### src/rtl/spi_pkg.sv
`default_nettype none
// ============================================================================
// Module   : spi_pkg
// Purpose  : Shared constants, FSM state type and counter-width helper for
//            the SPI responder.
// Revision : 1.0
// ============================================================================
package spi_pkg;

   localparam int SPI_DATA_W = 8;

   typedef enum logic [0:0] {
      ST_IDLE   = 1'b0,
      ST_ACTIVE = 1'b1
   } spi_state_t;

   function automatic int spi_cnt_w(input int data_w);
      return (data_w > 2) ? $clog2(data_w) : 1;
   endfunction

endpackage
`default_nettype wire

### src/rtl/spi_sync.sv
`default_nettype none
// ============================================================================
// Module   : spi_sync
// Purpose  : Multi-flop synchroniser followed by a rise/fall edge detector.
// Revision : 1.0
// ============================================================================
module spi_sync #(
   parameter int SYNC_STAGES = 2,
   parameter bit RST_VAL     = 1'b0
) (
   input  logic clk,
   input  logic rst,
   input  logic din,
   output logic rise,
   output logic fall
);

   logic [SYNC_STAGES-1:0] r_sync;
   logic                   r_prev;

   always_ff @(posedge clk or negedge rst) begin
      if (!rst) begin
         r_sync <= {SYNC_STAGES{RST_VAL}};
         r_prev <= RST_VAL;
      end else begin
         r_sync <= {r_sync[SYNC_STAGES-2:0], din};
         r_prev <= r_sync[SYNC_STAGES-1];
      end
   end

   assign rise =  r_sync[SYNC_STAGES-1] & ~r_prev;
   assign fall = ~r_sync[SYNC_STAGES-1] &  r_prev;

endmodule
`default_nettype wire

### src/rtl/spi_slave_if.sv
`default_nettype none
// ============================================================================
// Module   : spi_slave_if
// Purpose  : SPI Mode-0 responder, oversampled in the clk domain, with a
//            one-entry tx holding buffer. Define SPI_SLAVE_MSB_FIRST_EN for
//            MSB-first framing (LSB-first otherwise).
// Revision : 1.0
// ============================================================================
module spi_slave_if
   import spi_pkg::*;
#(
   parameter int DATA_W      = SPI_DATA_W,
   parameter int SYNC_STAGES = 2
) (
   input  logic              clk,
   input  logic              rst,
   input  logic              sclk,
   input  logic              mosi,
   input  logic              ss_n,
   output logic              miso,
   output logic              miso_en,
   input  logic [DATA_W-1:0] tx_data,
   input  logic              tx_valid,
   output logic              tx_ready,
   output logic [DATA_W-1:0] rx_data,
   output logic              rx_valid,
   output logic              tx_underrun
);

   localparam int                 c_CNT_W = spi_cnt_w(DATA_W);
   localparam logic [c_CNT_W-1:0] c_LAST  = c_CNT_W'(DATA_W - 1);

   logic w_sclk_rise, w_sclk_fall, w_ss_rise, w_ss_fall;

   spi_sync #(.SYNC_STAGES(SYNC_STAGES), .RST_VAL(1'b0)) u_sync_sclk (
      .clk  (clk),
      .rst  (rst),
      .din  (sclk),
      .rise (w_sclk_rise),
      .fall (w_sclk_fall)
   );

   // ss_n idles high, so its chain resets high to avoid a phantom edge
   spi_sync #(.SYNC_STAGES(SYNC_STAGES), .RST_VAL(1'b1)) u_sync_ss (
      .clk  (clk),
      .rst  (rst),
      .din  (ss_n),
      .rise (w_ss_rise),
      .fall (w_ss_fall)
   );

   logic [SYNC_STAGES-1:0] r_mosi_sync;
   logic                   w_mosi;

   always_ff @(posedge clk or negedge rst) begin
      if (!rst) r_mosi_sync <= '0;
      else      r_mosi_sync <= {r_mosi_sync[SYNC_STAGES-2:0], mosi};
   end

   assign w_mosi = r_mosi_sync[SYNC_STAGES-1];

   spi_state_t          r_state, w_state_nxt;
   logic [DATA_W-1:0]   r_shreg, w_shifted, w_load_data, r_buf;
   logic [c_CNT_W-1:0]  r_bitcnt;
   logic                r_full, r_reload, r_rx_done;
   logic                w_load, w_shift, w_abort, w_last, w_accept;

   always_comb begin
      w_state_nxt = r_state;
      w_load      = 1'b0;
      w_shift     = 1'b0;
      w_abort     = 1'b0;
      case (r_state)
         ST_IDLE: begin
            if (w_ss_fall) begin
               w_state_nxt = ST_ACTIVE;
               w_load      = 1'b1;
            end
         end
         ST_ACTIVE: begin
            if (w_ss_rise) begin
               w_state_nxt = ST_IDLE;
               w_abort     = 1'b1;
            end else if (w_sclk_rise) begin
               w_shift = 1'b1;
            end else if (w_sclk_fall && r_reload) begin
               w_load = 1'b1;
            end
         end
         default: w_state_nxt = ST_IDLE;
      endcase
   end

   assign w_last      = w_shift && (r_bitcnt == c_LAST);
   assign w_load_data = r_full ? r_buf : '0;
   assign w_accept    = tx_valid & ~r_full;

`ifdef SPI_SLAVE_MSB_FIRST_EN
   assign w_shifted = {r_shreg[DATA_W-2:0], w_mosi};
   assign miso      = (r_state == ST_ACTIVE) ? r_shreg[DATA_W-1] : 1'b0;
`else
   assign w_shifted = {w_mosi, r_shreg[DATA_W-1:1]};
   assign miso      = (r_state == ST_ACTIVE) ? r_shreg[0] : 1'b0;
`endif

   assign miso_en  = (r_state == ST_ACTIVE);
   assign tx_ready = ~r_full;

   always_ff @(posedge clk or negedge rst) begin
      if (!rst) begin
         r_state     <= ST_IDLE;
         r_shreg     <= '0;
         r_bitcnt    <= '0;
         r_reload    <= 1'b0;
         r_buf       <= '0;
         r_full      <= 1'b0;
         rx_data     <= '0;
         r_rx_done   <= 1'b0;
         rx_valid    <= 1'b0;
         tx_underrun <= 1'b0;
      end else begin
         r_state <= w_state_nxt;

         if (w_load)       r_shreg <= w_load_data;
         else if (w_shift) r_shreg <= w_shifted;

         if (w_load || w_abort) r_bitcnt <= '0;
         else if (w_shift)      r_bitcnt <= w_last ? '0 : r_bitcnt + c_CNT_W'(1);

         if (w_load || w_abort) r_reload <= 1'b0;
         else if (w_last)       r_reload <= 1'b1;

         // A consume and an accept in one cycle leave the new byte held
         if (w_accept) r_buf <= tx_data;
         r_full <= w_accept | (r_full & ~w_load);

         if (w_last) rx_data <= w_shifted;
         r_rx_done   <= w_last;
         rx_valid    <= r_rx_done;
         tx_underrun <= w_load & ~r_full;
      end
   end

endmodule
`default_nettype wire

### config.mk
export PLATFORM = sky130hd
export DESIGN_NAME = spi_slave_if
export DESIGN_NICKNAME = d
export VERILOG_FILES = /design/src/rtl/spi_pkg.sv /design/src/rtl/spi_sync.sv /design/src/rtl/spi_slave_if.sv
export SDC_FILE = /design/constraint.sdc
export NUM_CORES = 1
export LEC_CHECK = 0
export ABC_AREA = 1
export CORE_ASPECT_RATIO = 2
export CORE_MARGIN = 1
export CORE_UTILIZATION = 40
export CTS_CLUSTER_DIAMETER = 30
export DETAILED_ROUTE_END_ITERATION = 6
export DONT_BUFFER_PORTS = 1
export GPL_TIMING_DRIVEN = 0
export SYNTH_ARGS = -nofsm -noshare
export SYNTH_HDL_FRONTEND = slang
export SYNTH_SLANG_ARGS = --single-unit
### constraint.sdc
create_clock -name clk -period 2.8 [get_ports clk]
set_input_delay 0.84 -clock clk [delete_from_list [all_inputs] [get_ports clk]]
set_output_delay 0.84 -clock clk [all_outputs]
set_load 0.01 [all_outputs]
==> flow_summary.yaml <==
die:
  num_rows: 32
  die_w_um: 47.7
  start_util: 0.425
  ios: 27
  core_area_um2: 3920
  die_h_um: 93.4
  die_area_um2: 4450
power:
  powerDensity_nw_per_um2: 842
  power_leakage_nw: 0.936
  ir_worst_vdd_mv: 0.553
cts:
  cts.sinks: 41
  postCtsHoldBufs: 0
  cts_inserted_buffers: 5
  clkLatencyLatePin_ps: 290
  clk_pin_slew_ps: 80
  tritoncts: "done"
  htreeDepth: 2
  root_buffer: "clkbuf_8"
  clock_path_buffers: 2
  post_cts_buffers: 0
  postCtsResizedCells: 0
sta:
  rsz0062_at_grt: "false"
  skew_ps: 8.06
  worst_hold_slack_ps: 232
  max_freq_mhz: 546
  hold_viol_final: 0
  fin_crit_sh: 0.654
  min_period_ps: 1830
  setup_viol: 0
  final.setup.tns_ps: 0
  tightest_slew_ps: 380
  slew_viol_final: 0
  max_slew_margin: 0.746
logic_synthesis:
  synthMuxAreaShare: 0.0540
  synth_cell_type_count: 22
  synthXorXnorAreaFrac: 0
  yosysWarnings: 0
  syn-num-nets: 175
  synth_seq_cells: 41
  synth_compound_area_frac: 0.0240
  yosys.area_share.adder: 0.0150
  synth_area_leader_cell: "dfrtp_1"
  yosys.area_share.simple: 0.250
  seq_area_frac_synth: 0.617
  synth_area_leaders: "dfrtp_1 (57%), nand2_1 (11%), nand3_1 (5.1%), dfstp_2 (4.7%), mux2_2 (4.7%)"
  post_synth_inst_count: 159
  synth_top_area_frac: 0.570
  syn_area_per_cell_um2: 10.5
  netlist_area_um2: 1670
  synth_top_family_by_area: "simple AND/OR/NAND/NOR gates"
cells_and_area:
  most-common-layout-cells: "nand2_1 (49), dfrtp_1 (38), nand3_1 (17), o21ai_0 (8)"
  multi_input_area_um2: 573
  antenna_cells: 0
  syn2layout_area_growth_pct: 10.5
  layout-drive-gt1-share: 0.180
  fillers: 406
  area.sequential_um2: 1030
  final_common_cell: "nand2_1"
  finalNetCount: 182
worst_setup_path:
  crit_type: "reg -> out"
  cp.arrival_ps: 990
  max_stage_delay_ps: 500
  end_kind: "output port"
  start_kind: "flip-flop"
  crit_fanout: 6
  crit_required_ps: 1960
  regToRegSetupSlack_ps: 1330
  path_cells: "nand2_1 > inv_1"
  rr_worst_depth: 6
  slowest_stage: "dfrtp_1"
global_route:
  overflow: 0
  grt_max_degree: 42
  grt_use_total: 0.157
  grt_antenna_before_repair: 0
  first_global_vias: 1101
  grt_pass1_wl_um: 4870
route:
  wl_per_cell_um: 13.5
  routed_wl_um: 2940
  drc: 0
  vias: 1090
  drt_pass1_iterations: 4
  via_per_inst: 5.00
  drtIter0Drc: 11
  ant_nets: 0
placement:
  gp_congestion: 0.811
  dp_hpwl_um: 2110
  numPortBuffers: 0
flow_run:
  cap_violations: 0
run_status:
  outcome: "complete, no violations"
min_path:
  hold_class: "in -> async"
-- stage by stage --
| step | area, um2 | cells | power (mW) | util | setup slack [ps] |
|---|---|---|---|---|---|
| 2_1_floorplan | 1670 | 159 | 1.04 | - | 1360 |
| 3_3_place_gp | 1730 | 210 | 1.09 | 0.442 | 1270 |
| 3_5_place_dp | 1730 | 210 | 1.10 | 0.442 | 1280 |
| 4_1_cts | 1840 | 218 | 1.57 | 0.470 | 951 |
| 5_1_grt | 1840 | 218 | 1.65 | 0.470 | 896 |
| 6_report | 1840 | 218 | 1.55 | 0.470 | 969 |
-- Yosys cell counts, drive strengths merged --
library cell and number:
dfrtp 38, clkbuf 1, ha 2, inv 8, nand3 18, nand4 3, nor2 6, dfstp 3
nand2 53, mux2 8, nand3b 7, o21ai 8, buf 4
-- per-layer routing --
| layer | up-vias | track usage | share of wire |
|---|---|---|---|
| met2 | 28 | 0.257 | 0.54 |
| met5 | - | 0 | 0 |
| met1 | 520 | 0.168 | 0.38 |
| li1 | 533 | - | - |
| met4 | 0 | 0.0926 | 0.036 |
| met3 | 9 | 0.0463 | 0.046 |
-- power breakdown --
group	leakage (nW)	switching, mW	internal, mW	total, mW
clock	0.0554	0.197	0.267	0.464
combinational	0.363	0.135	0.134	0.269
sequential	0.518	0.0910	0.728	0.819
total	0.936	0.423	1.13	1.55
-- registers in the layout, summed over array words and instances, names as in the netlist, 2 cells and up --
signal              flops
r_buf                   8
r_shreg                 8
rx_data                 8
r_bitcnt                3
r_mosi_sync             2
u_sync_sclk.r_sync      2
u_sync_ss.r_sync        2
-- final timing paths --
check | from | end
worst max-delay path | miso_en | miso
worst min-delay path | rst | r_bitcnt[2]
worst max register to register | r_bitcnt[0] | rx_data[4]
worst min register to register | r_rx_done | rx_valid
max in group asynchronous | rst | u_sync_ss.r_sync[1]
min in group clk | r_rx_done | rx_valid
-- cells by family after synthesis --
kind of cell	after synthesis
compound gates	8
fa+ha+maj	2
mux	8
simple gates	87
flops	41
buf+inv	13
-- final cells by class --
| class | count | area share |
|---|---|---|
| multi-input cells | 105 | 0.311 |
| clock inverters | 2 | 0.0210 |
| well taps | 51 | 0.0346 |
| inverters | 8 | 0.0163 |
| plain buffers | 5 | 0.0197 |
| flip-flops and latches | 41 | 0.558 |
| clock buffers | 6 | 0.0393 |
-- worst max-delay path: cells and delay by family (launching register included) --
| kind | cells | cell delay [ps] |
|---|---|---|
| and+or+nand+nor | 1 | 80 |
| buffers and inverters | 1 | 120 |
| DFF | 1 | 500 |
Note: power is estimated with default switching activity, not from simulation.
